`config.mk`:
```
export PLATFORM = sky130hd
export DESIGN_NAME = spram_arbiter
export DESIGN_NICKNAME = d
export VERILOG_FILES = /design/src/rtl/spram_arb_pkg.sv /design/src/rtl/spram_arbiter_rr_pick2.sv /design/src/rtl/spram_arbiter.sv
export SDC_FILE = /design/constraint.sdc
export NUM_CORES = 1
export LEC_CHECK = 0
export CORE_AREA = 8 8 115 117
export CTS_CLUSTER_SIZE = 14
export DETAILED_ROUTE_END_ITERATION = 12
export DIE_AREA = 0 0 123 125
export PLACE_DENSITY = 0.69
export SYNTH_ARGS = -nofsm -noshare
export SYNTH_HDL_FRONTEND = slang
export SYNTH_SLANG_ARGS = --single-unit
```
`constraint.sdc`:
```
create_clock -name ck -period 1.4 [get_ports ck]
set_input_delay 0.28 -clock ck [delete_from_list [all_inputs] [get_ports ck]]
set_output_delay 0.28 -clock ck [all_outputs]
set_load 0.02 [all_outputs]
```
`src/rtl/spram_arb_pkg.sv`:
```
// Shared definitions for the two-master SPRAM arbiter: FSM states,
// owner encodings and default parameter widths.
package spram_arb_pkg;

    typedef enum logic [1:0] {
        ST_IDLE   = 2'd0,
        ST_ACCESS = 2'd1,
        ST_ACK    = 2'd2
    } arb_state_t;

    localparam logic OWN_M0 = 1'b0;
    localparam logic OWN_M1 = 1'b1;

    localparam int DEF_ADDR_W = 22;
    localparam int DEF_CNT_W  = 16;

endpackage : spram_arb_pkg

```
`src/rtl/spram_arbiter_rr_pick2.sv`:
```
// Combinational 2-way round-robin picker: a lone requester always wins,
// on a tie the master that did not win last time is chosen.
module rr_pick2
    import spram_arb_pkg::*;
(
    input  logic [1:0] req,
    input  logic       last,
    output logic       valid,
    output logic       winner
);

    // Winner selection from the current requests and the previous grant
    always_comb begin
        valid  = |req;
        winner = OWN_M0;
        if (req == 2'b11) begin
            winner = ~last;
        end else if (req[1]) begin
            winner = OWN_M1;
        end
    end

endmodule : rr_pick2

```
`src/rtl/spram_arbiter.sv`:
```
// Two-master round-robin arbiter in front of a single-port SPRAM.
// One access in flight at a time: IDLE -> ACCESS -> ACK -> IDLE.
// Optional build macro SPRAM_ARB_STATS_EN adds saturating grant and
// conflict counters (stat_m0, stat_m1, stat_conflict).
module spram_arbiter
    import spram_arb_pkg::*;
#(
    parameter int ADDR_W = DEF_ADDR_W,
    parameter int CNT_W  = DEF_CNT_W
) (
    input  logic        ck,
    input  logic        rst_n,
    input  logic        m0_cyc,
    input  logic        m0_we,
    input  logic [3:0]  m0_sel,
    input  logic [31:0] m0_addr,
    input  logic [31:0] m0_wdata,
    output logic [31:0] m0_rdata,
    output logic        m0_ack,
    input  logic        m1_cyc,
    input  logic        m1_we,
    input  logic [3:0]  m1_sel,
    input  logic [31:0] m1_addr,
    input  logic [31:0] m1_wdata,
    output logic [31:0] m1_rdata,
    output logic        m1_ack,
    output logic        ram_cyc,
    output logic        ram_we,
    output logic [3:0]  ram_sel,
    output logic [31:0] ram_addr,
    output logic [31:0] ram_wdata,
    input  logic [31:0] ram_rdata
`ifdef SPRAM_ARB_STATS_EN
    ,
    output logic [CNT_W-1:0] stat_m0,
    output logic [CNT_W-1:0] stat_m1,
    output logic [CNT_W-1:0] stat_conflict
`endif
);

    localparam logic [31:0] ADDR_MASK =
        (ADDR_W >= 32) ? '1 : ((32'd1 << ADDR_W) - 32'd1);

    arb_state_t  r_state;
    logic        r_owner;
    logic        r_last;
    logic        r_ram_cyc;
    logic [1:0]  r_ack;

    logic [1:0]  w_req;
    logic        w_valid;
    logic        w_winner;
    logic        w_own_we;
    logic [3:0]  w_own_sel;
    logic [31:0] w_own_addr;
    logic [31:0] w_own_wdata;

    assign w_req = {m1_cyc, m0_cyc};

    rr_pick2 u_pick (
        .req    (w_req),
        .last   (r_last),
        .valid  (w_valid),
        .winner (w_winner)
    );

    // Arbitration FSM; ram_cyc and the ack pulses are registered here
    always_ff @(posedge ck) begin
        if (!rst_n) begin
            r_state   <= ST_IDLE;
            r_owner   <= OWN_M0;
            r_last    <= OWN_M1;
            r_ram_cyc <= 1'b0;
            r_ack     <= '0;
        end else begin
            r_ack <= '0;
            case (r_state)
                ST_IDLE: begin
                    if (w_valid) begin
                        r_owner   <= w_winner;
                        r_last    <= w_winner;
                        r_ram_cyc <= 1'b1;
                        r_state   <= ST_ACCESS;
                    end
                end
                ST_ACCESS: begin
                    r_ack[r_owner] <= 1'b1;
                    r_state        <= ST_ACK;
                end
                ST_ACK: begin
                    r_ram_cyc <= 1'b0;
                    r_state   <= ST_IDLE;
                end
                default: begin
                    r_ram_cyc <= 1'b0;
                    r_state   <= ST_IDLE;
                end
            endcase
        end
    end

    // Forward the owner's request to the RAM and return read data to it
    always_comb begin
        w_own_we    = (r_owner == OWN_M1) ? m1_we    : m0_we;
        w_own_sel   = (r_owner == OWN_M1) ? m1_sel   : m0_sel;
        w_own_addr  = (r_owner == OWN_M1) ? m1_addr  : m0_addr;
        w_own_wdata = (r_owner == OWN_M1) ? m1_wdata : m0_wdata;

        ram_cyc   = r_ram_cyc;
        ram_we    = (r_state == ST_ACCESS) ? w_own_we : 1'b0;
        ram_sel   = r_ram_cyc ? w_own_sel : '0;
        ram_addr  = r_ram_cyc ? (w_own_addr & ADDR_MASK) : '0;
        ram_wdata = r_ram_cyc ? w_own_wdata : '0;

        m0_ack   = r_ack[0];
        m1_ack   = r_ack[1];
        m0_rdata = r_ack[0] ? ram_rdata : '0;
        m1_rdata = r_ack[1] ? ram_rdata : '0;
    end

`ifdef SPRAM_ARB_STATS_EN
    localparam logic [CNT_W-1:0] CNT_ONE = {{(CNT_W-1){1'b0}}, 1'b1};

    logic [CNT_W-1:0] r_stat_m0;
    logic [CNT_W-1:0] r_stat_m1;
    logic [CNT_W-1:0] r_stat_conflict;

    // Saturating grant and contention counters, evaluated in IDLE only
    always_ff @(posedge ck) begin
        if (!rst_n) begin
            r_stat_m0       <= '0;
            r_stat_m1       <= '0;
            r_stat_conflict <= '0;
        end else if (r_state == ST_IDLE) begin
            if (w_valid && (w_winner == OWN_M0) && (r_stat_m0 != '1))
                r_stat_m0 <= r_stat_m0 + CNT_ONE;
            if (w_valid && (w_winner == OWN_M1) && (r_stat_m1 != '1))
                r_stat_m1 <= r_stat_m1 + CNT_ONE;
            if ((&w_req) && (r_stat_conflict != '1))
                r_stat_conflict <= r_stat_conflict + CNT_ONE;
        end
    end

    assign stat_m0       = r_stat_m0;
    assign stat_m1       = r_stat_m1;
    assign stat_conflict = r_stat_conflict;
`else
    localparam int W_UNUSED_CNT_W = CNT_W;
`endif

endmodule : spram_arbiter

```
==> flow_results.org, run 1 <==
** Setup path
- Maximum fanout count along the critical path :: 7
- Worst path cell trace :: buf_12, buf_6, mux2i_1, nor3b_1, buf_4
- Largest delay share family, worst path :: buffers and inverters
- STA classifies the critical path startpoint as a register.
- The largest single stage delay on the critical path is 0.35 ns.
- Data on the critical path is required at its endpoint by 1.12 ns.
- Crit path buffers/inverters :: 3
- Arrival time of data at the critical path endpoint :: 1.30 ns
- Startpoint of the worst register-to-register path :: r_state[0]$_SDFFE_PN0P_
- The worst setup path is of the reg2out kind.
- The worst setup path is captured at an output port.
- For this design, the slowest cell found on the critical path is dfxtp_4.
- Crit. Startpoint :: r_owner$_SDFFE_PN0P_

** STA
- After layout, the minimum clock period comes to 1.58 ns.
- Dividing the final minimum period by the clock period gives 113%.
- Final critical-path setup slack :: -0.180 ns
- Setup violations remaining at the end of the flow were counted as 59.
- Across the routed clock network, the largest skew measured is 0.00154 ns.
- The number of hold violations in the final report was 0.
- RSZ-0062 raised after global routing :: yes
- The max-slew violation total from the final report came to 0.
- Setup TNS after final layout :: -7.96 ns
- Worst slack on hold paths :: 0.505 ns
- Timing would allow up to 633 MHz.

** Global route
- The first global-routing pass estimated 16,100 um of wire.
- Global Route met3 Usage :: 3.42%
- Via count of the first global-routing pass :: 2,919
- In the global route stage, overall resource usage came out at 13.0%.
- Largest net degree at the start of global routing :: 37
- Most Used Layer, Global Route :: met2
- Global routing used 13.5% of the available met1 tracks.
- The number of antenna violations at the first check in global routing is 0.
- Grt met2 use :: 25.8%
- Aggregate global routing overflow :: 0

** Pwr
- Standby leakage power :: 0.00213 uW
- For this design the ratio of total power to cell area is 511 nW/um2.
- Post-route total power :: 2300 uW
- Maximum vdd drop :: 377 uV

** Clocking
- Number of H-tree branching levels :: 1
- Maximum number of buffers from clock root to sink :: 2
- TritonCTS built the clock tree.
- The clock drives 7 sinks.
- Number of buffers inserted by hold repair at cts :: 0
- Worst skew pair latency :: 0.23 ns
- Number of buffers created by CTS :: 3
- The cell sitting at the root of the clock tree is a clkbuf_16.
- Clock-pin transition on the worst setup and hold timing paths :: 0.04 ns

** Yosys
- Measured against the total synthesized area, the mux share comes to 35.9%.
- Synth top area cells :: mux2i_1 (36%), and2_1 (25%), nor2_1 (13%), dfxtp_1 (8.5%), buf_4 (7.8%)
- Of the total synthesized cell area, the portion taken by full adders, half adders and majority gates is 0%.
- Summing the areas of all compound-gate instances in the mapped netlist gives 2.05% of the synthesized area.
- The share of synthesized area in the top cell type comes to 35.9%.
- Share of synthesized flip-flops with an asynchronous set or reset :: 0%
- For this run, the register share of the synthesized area comes to 8.51%.
- Combined area of all synthesized cells :: 1650 um2
- Count of synthesis-stage warnings from yosys :: 0
- After Yosys synthesis, XOR and XNOR cells account for 0% of the synthesized area.
- Synth Area in Simple Gates :: 42.3%
- Synth unique cells :: 23
- Most frequent cell after synthesis :: and2_1
- mux2i_1 takes more of the synthesized area than any other cell.
- Counting flops and latches in the post-synthesis netlist gives 7.
- Most common flop cell mapped by yosys :: dfxtp_1
- By area, the combinational part of the netlist is dominated by simple AND/OR/NAND/NOR gates.
- Sorting the synthesized cells by how often they occur yields and2_1 (65), mux2i_1 (59), nor2_1 (58), buf_4 (17), clkbuf_1 (11).
- Average footprint of a synthesized cell :: 6.98 um2
- After technology mapping, the gate count stands at 236.
- Number of synthesized flops with an enable pin :: 0

** Drt
- For this run, design rule violations remaining after detail routing come to 0.
- The first detailed-routing pass took 4 iterations.
- After the first detailed-routing iteration, the DRC count stood at 59.
- WL per Instance :: 16.1 um
- Final wirelength :: 10,800 um
- Dividing the detail-routed via count by the number of cells gives 3.97.
- Once detail routing completed, the nets flagged for antenna violations numbered 0.
- Total via count after detailed routing :: 2,670

** Layout
- Final antenna diode count :: 0
- Number of nets in the layout :: 700
- Post-synthesis to final-layout area growth :: 173%
- Of the cells placed in the final design, the portion with a size suffix greater than 1 is 31.0%.

** Floorplan
- Placeable core region :: 11,600 um2
- The floorplan has 40 rows.
- Top-Level Pins :: 310
- Effective utilization at floorplan :: 14.2%
- Die X-Extent :: 123 um
- From bottom edge to top edge, the die measures 125 um.
- The floorplan step defined a die boundary enclosing 15,400 um2.

** Run status
- Status :: finished, violations left
- The checks that failed: negative setup slack.

** Placed design
- Detailed placement ended at an HPWL of 9220 um.
- Port buffering added 279 buffers.
- The congestion estimate from routability-driven global placement came to 0.810.
- Before CTS, the worst setup slack after placement is -0.520 ns.

** Min path
- HP Start :: r_last$_SDFFE_PN1P_
- Hold Crit Class :: reg2reg

** Run
- Max capacitance violation total :: 0
-- flip-flops by register name (all words and copies together) (netlist names) --
signal	flops
r_ack	2
r_state	2
r_last	1
r_owner	1
ram_cyc	1
-- worst register-to-register path, cell delays in order, from the launching register on --
cell and delay [ns]:
dfxtp_1 0.31, buf_4 0.15, or4b_1 0.52, o211ai_1 0.10
-- per-layer routing --
layer | vias up | wire length, um | share of wire (%)
met3 | 2 | 923 | 8.5
met1 | 1219 | 3880 | 36
met2 | 122 | 6000 | 55
met4 | 0 | 33 | 0.30
met5 | - | 0 | 0
li1 | 1327 | - | -
-- metrics by stage --
stage               utilization (%)  area, um2  std cells
finish                         38.8       4500        672
CTS                            38.6       4480        674
detailed placement             40.5       4700        659
global route                   38.8       4500        672
global placement               40.5       4700        659
floorplan                         -       1680        245
-- path summary, 6_finish.rpt --
kind	end	slack (ns)	cells past startpoint
max	ram_we	-0.18	5
min	r_owner$_SDFFE_PN0P_	0.50	2
max reg2reg	r_last$_SDFFE_PN1P_	0.25	3
min reg2reg	r_owner$_SDFFE_PN0P_	0.50	2
-- layout by cell type (no fill, tap or decap), types with 2 or more instances in the layout --
cell / synthesis / final
mux2i_2: 0 / 2
nor2_1: 58 / 58
buf_6: 0 / 7
nor3b_1: 2 / 2
dlygate4sd2_1: 0 / 3
conb_1: 1 / 10
clkbuf_16: 0 / 3
dfxtp_4: 0 / 3
buf_2: 1 / 88
dfxtp_1: 7 / 4
buf_12: 0 / 10
and2_1: 65 / 63
buf_4: 17 / 39
buf_16: 0 / 4
mux2i_1: 59 / 56
nand2_1: 2 / 2
clkdlybuf4s50_1: 0 / 153
and2_4: 0 / 2
-- cell families after synthesis --
kind of cell	after synthesis
mux	59
other cells	1
simple gates	133
compound gates	5
flops	7
buf+inv	31
-- report_power, final --
group	internal, uW	total [uW]	switching [uW]
registers	214	230	16.0
clock network	378	476	97.8
logic	890	1590	704
-- what timing repair did --
| action | 4_1_cts | 5_1_grt |
|---|---|---|
| cloned | 5 | 0 |
| setup buffers | 6 | 0 |
| setup endpoints to repair | 126 | 59 |
| pin swaps | 2 | 6 |
| resized for setup | 539 | 21 |
-- layout make-up --
class                   instances  area (um2)
clock buffers                   4        78.8
fillers                      1210        7110
inverters                       2        7.51
multi-input cells             207        1380
flip-flops and latches          7         151
well taps                     147         184
repair buffers                305        2700
Power figures use the tool's default switching activity.
==> run 2, diff against run 1 <==
--- a/config.mk
+++ b/config.mk
@@ -5,11 +5,12 @@
 export SDC_FILE = /design/constraint.sdc
 export NUM_CORES = 1
 export LEC_CHECK = 0
-export CORE_AREA = 8 8 115 117
+export CORE_AREA = 2 2 122 124
 export CTS_CLUSTER_SIZE = 14
 export DETAILED_ROUTE_END_ITERATION = 12
-export DIE_AREA = 0 0 123 125
-export PLACE_DENSITY = 0.69
+export DIE_AREA = 0 0 124 126
+export GPL_TIMING_DRIVEN = 0
+export PLACE_DENSITY = 0.59
 export SYNTH_ARGS = -nofsm -noshare
 export SYNTH_HDL_FRONTEND = slang
 export SYNTH_SLANG_ARGS = --single-unit
==> run 2 against run 1 <==
Register-to-register slack improved by 0.04 ns. Fmax down 3.5%. Largest power group unchanged. Count of clock-buffer cells in the layout unchanged. Final area grew 1.6%. Non-clock buffer count is 13 higher. Combinational power about the same. Clock skew fell by 0.00081 ns. Highest routed layer unchanged. Global-route usage shrank 1.9 points. Sequential cell count stayed put. First-iteration DRC count down 32%. Sequential share of layout area hardly changed. Clock power about the same. The run still ends with negative setup slack left.
==> flow_results.org, run 2 (synthesized netlist as in run 1, its figures left out) <==
** Layout
- Footprint of the multi-input gates :: 1400 um2
- The number of antenna diodes in the final layout is 0.
- Post-synthesis to final-layout area growth :: 178%
- For this run, the number of standard cells in the final layout without fillers is 722.
- Fraction of layout cells with a size suffix above 1 :: 33.1%
- At the end of the flow, the number of nets in the layout was 713.
- Leaving out fill and tap cells, the most frequent cells in the layout are clkdlybuf4s50_1 (153), buf_2 (96), and2_1 (65).
- The largest registers in the layout are r_ack x2, r_state x2.
- The filler cells instantiated in the layout total 1,582.
- Most common cell after layout, fill and taps aside :: clkdlybuf4s50_1
- The sequential cells in the finished layout cover a total of 153 um2.

** Drt
- In the routed design, unresolved DRC markers number 0.
- Highest metal layer with signal wires :: met4
- Average via count per standard cell :: 3.71
- Initial DRC Count :: 40
- Wires add up to 9680 um.
- The first detailed-routing pass took 4 iterations.
- In the final routed layout, each cell accounts on average for 13.4 um.
- Wire segments on met2 add up to 5080 um in the final route.
- Total via count after detailed routing :: 2,679
- In this run the remaining antenna-violating nets after routing total 0.
- The detailed router put a total of 3550 um of wire on met1.
- Met3 Wirelength :: 937 um

** Clocking
- Root buffer cell :: clkbuf_16
- Clock-pin transition on the worst setup and hold timing paths :: 0.03 ns
- TritonCTS built the clock tree.
- For this design, the sink count on the clock tree is 7.
- No sink is reached through more buffers than the 2 on the longest clock path.
- CTS built an H-tree with a depth of 1.
- Hold repair after CTS inserted 0 buffers.
- Number of buffers created by CTS :: 3
- Worst skew pair latency :: 0.23 ns

** STA
- The routed design could run at a clock period as short as 1.64 ns.
- Ratio of final minimum period to clock period :: 117%
- Setup violations remaining at the end of the flow were counted as 59.
- Timing would allow up to 611 MHz.
- Worst clock skew :: 0.000730 ns
- Number of hold violations in the final report :: 0
- Setup repair after global routing could not meet its margin everywhere.
- Final critical-path setup slack :: -0.238 ns
- The max-slew violation total from the final report is 0.

** Floorplan
- The core region is 14,300 um2.
- Effective utilization at floorplan :: 11.5%
- Die outline height :: 126 um
- After floorplanning, the core was divided into 44 placement rows.
- During I/O placement, the number of pins put on the boundary was 310.
- In this run the horizontal extent of the chip is 124 um.
- Area enclosed by the die boundary :: 15,600 um2

** Placed design
- Summed over all nets, the half-perimeter wirelength after detailed placement is 8160 um.
- GP Congestion :: 0.840
- Worst setup timing slack at the placement stage :: -0.666 ns
- Counting tap cells, the placed design contains a total of 708 instances.
- During placement, the flow inserted port buffers numbering 279.

** Setup path
- Maximum fanout count along the critical path :: 8
- STA classifies the critical path startpoint as a register.
- Number of cell instances on the worst register-to-register path :: 2
- The most critical setup path has its startpoint at r_owner$_SDFFE_PN0P_.
- Worst setup path end :: ram_wdata[30]
- Worst reg2reg setup slack :: 0.29 ns
- STA puts the critical path data required time at 1.12 ns.
- The worst register-to-register path ends at r_last$_SDFFE_PN1P_.
- Startpoint of the worst register-to-register path :: r_state[0]$_SDFFE_PN0P_
- Worst setup EP type :: output port
- Arrival time of data at the critical path endpoint :: 1.36 ns
- Class of the most critical setup path :: reg2out

** Run
- Max capacitance violation total :: 0

** Pwr
- In this run the power density over the cells is 504 nW/um2.
- Maximum vdd drop :: 322 uV
- For this design the static power due to leakage is 0.00218 uW.

** Global route
- Global routing finished with a remaining overflow of 0.
- The first global-routing pass estimated 13,700 um of wire.
- Entering global routing, the biggest net connects 11 pins.
- The via count of the first global-routing pass is 2,604.
- The number of antenna violations at the first check in global routing is 0.
- Total global routing track utilization :: 11.1%

** Min path
- Hold Crit Class :: reg2reg
- The startpoint identified for the worst hold timing path is r_last$_SDFFE_PN1P_.

** Run status
- The run finished, with violations left.
- Failing checks :: negative setup slack
## run 2: layout make-up
class                           count  area share [%]
Buffer                             28            6.71
Clock buffer                        4            1.72
Inverter                            2           0.164
Multi-Input combinational cell    207            30.6
Sequential cell                     7            3.34
Tap cell                          184            5.04
Timing Repair Buffer              290            52.5
## run 2: timing repair
action                                  4_1_cts  5_1_grt
buffers inserted                              7        2
pin swaps                                     0        6
endpoints found under the setup margin      126       62
resized for setup                           569       24
gates cloned                                  3        1
## run 2: how the worst min path moves through the flow
stage / to / depth (start not counted) / slack [ns]
finish: r_owner$_SDFFE_PN0P_ / 2 / 0.51
global route: r_owner$_SDFFE_PN0P_ / 2 / 0.57
CTS: r_owner$_SDFFE_PN0P_ / 2 / 0.51
detailed placement: r_owner$_SDFFE_PN0P_ / 2 / 0.50
global placement: r_last$_SDFFE_PN1P_ / 2 / 0.49
floorplan: r_last$_SDFFE_PN1P_ / 1 / 0.37
## run 2: power by group
group,switching (uW),internal [uW],total (uW)
clock network,99.1,378,477
registers,27.5,215,243
logic,696,885,1580
## run 2: through the flow
stage	setup TNS [ns]	cell area [um2]	total power [uW]	hold slack, ns	util, %
2_1_floorplan	-0.697	1680	911	0.369	-
3_3_place_gp	-52.46	4700	1790	0.490	32.9
3_5_place_dp	-54.55	4700	1810	0.497	32.9
4_1_cts	-11.93	4540	2320	0.511	31.7
5_1_grt	-14.38	4570	2440	0.566	31.9
6_report	-10.35	4570	2300	0.507	31.9
## run 2: critical path, cell delays in order, from the launching register on
cell and delay (ns):
dfxtp_4 0.42, buf_4 0.14, buf_8 0.13, mux2i_2 0.23, nor2_1 0.06, buf_2 0.15
## run 2: layer usage
metal,global-route usage (%),vias up
met3,2.17,8
met5,0,-
li1,-,1354
met2,21.5,149
met4,2.78,0
met1,12.2,1168
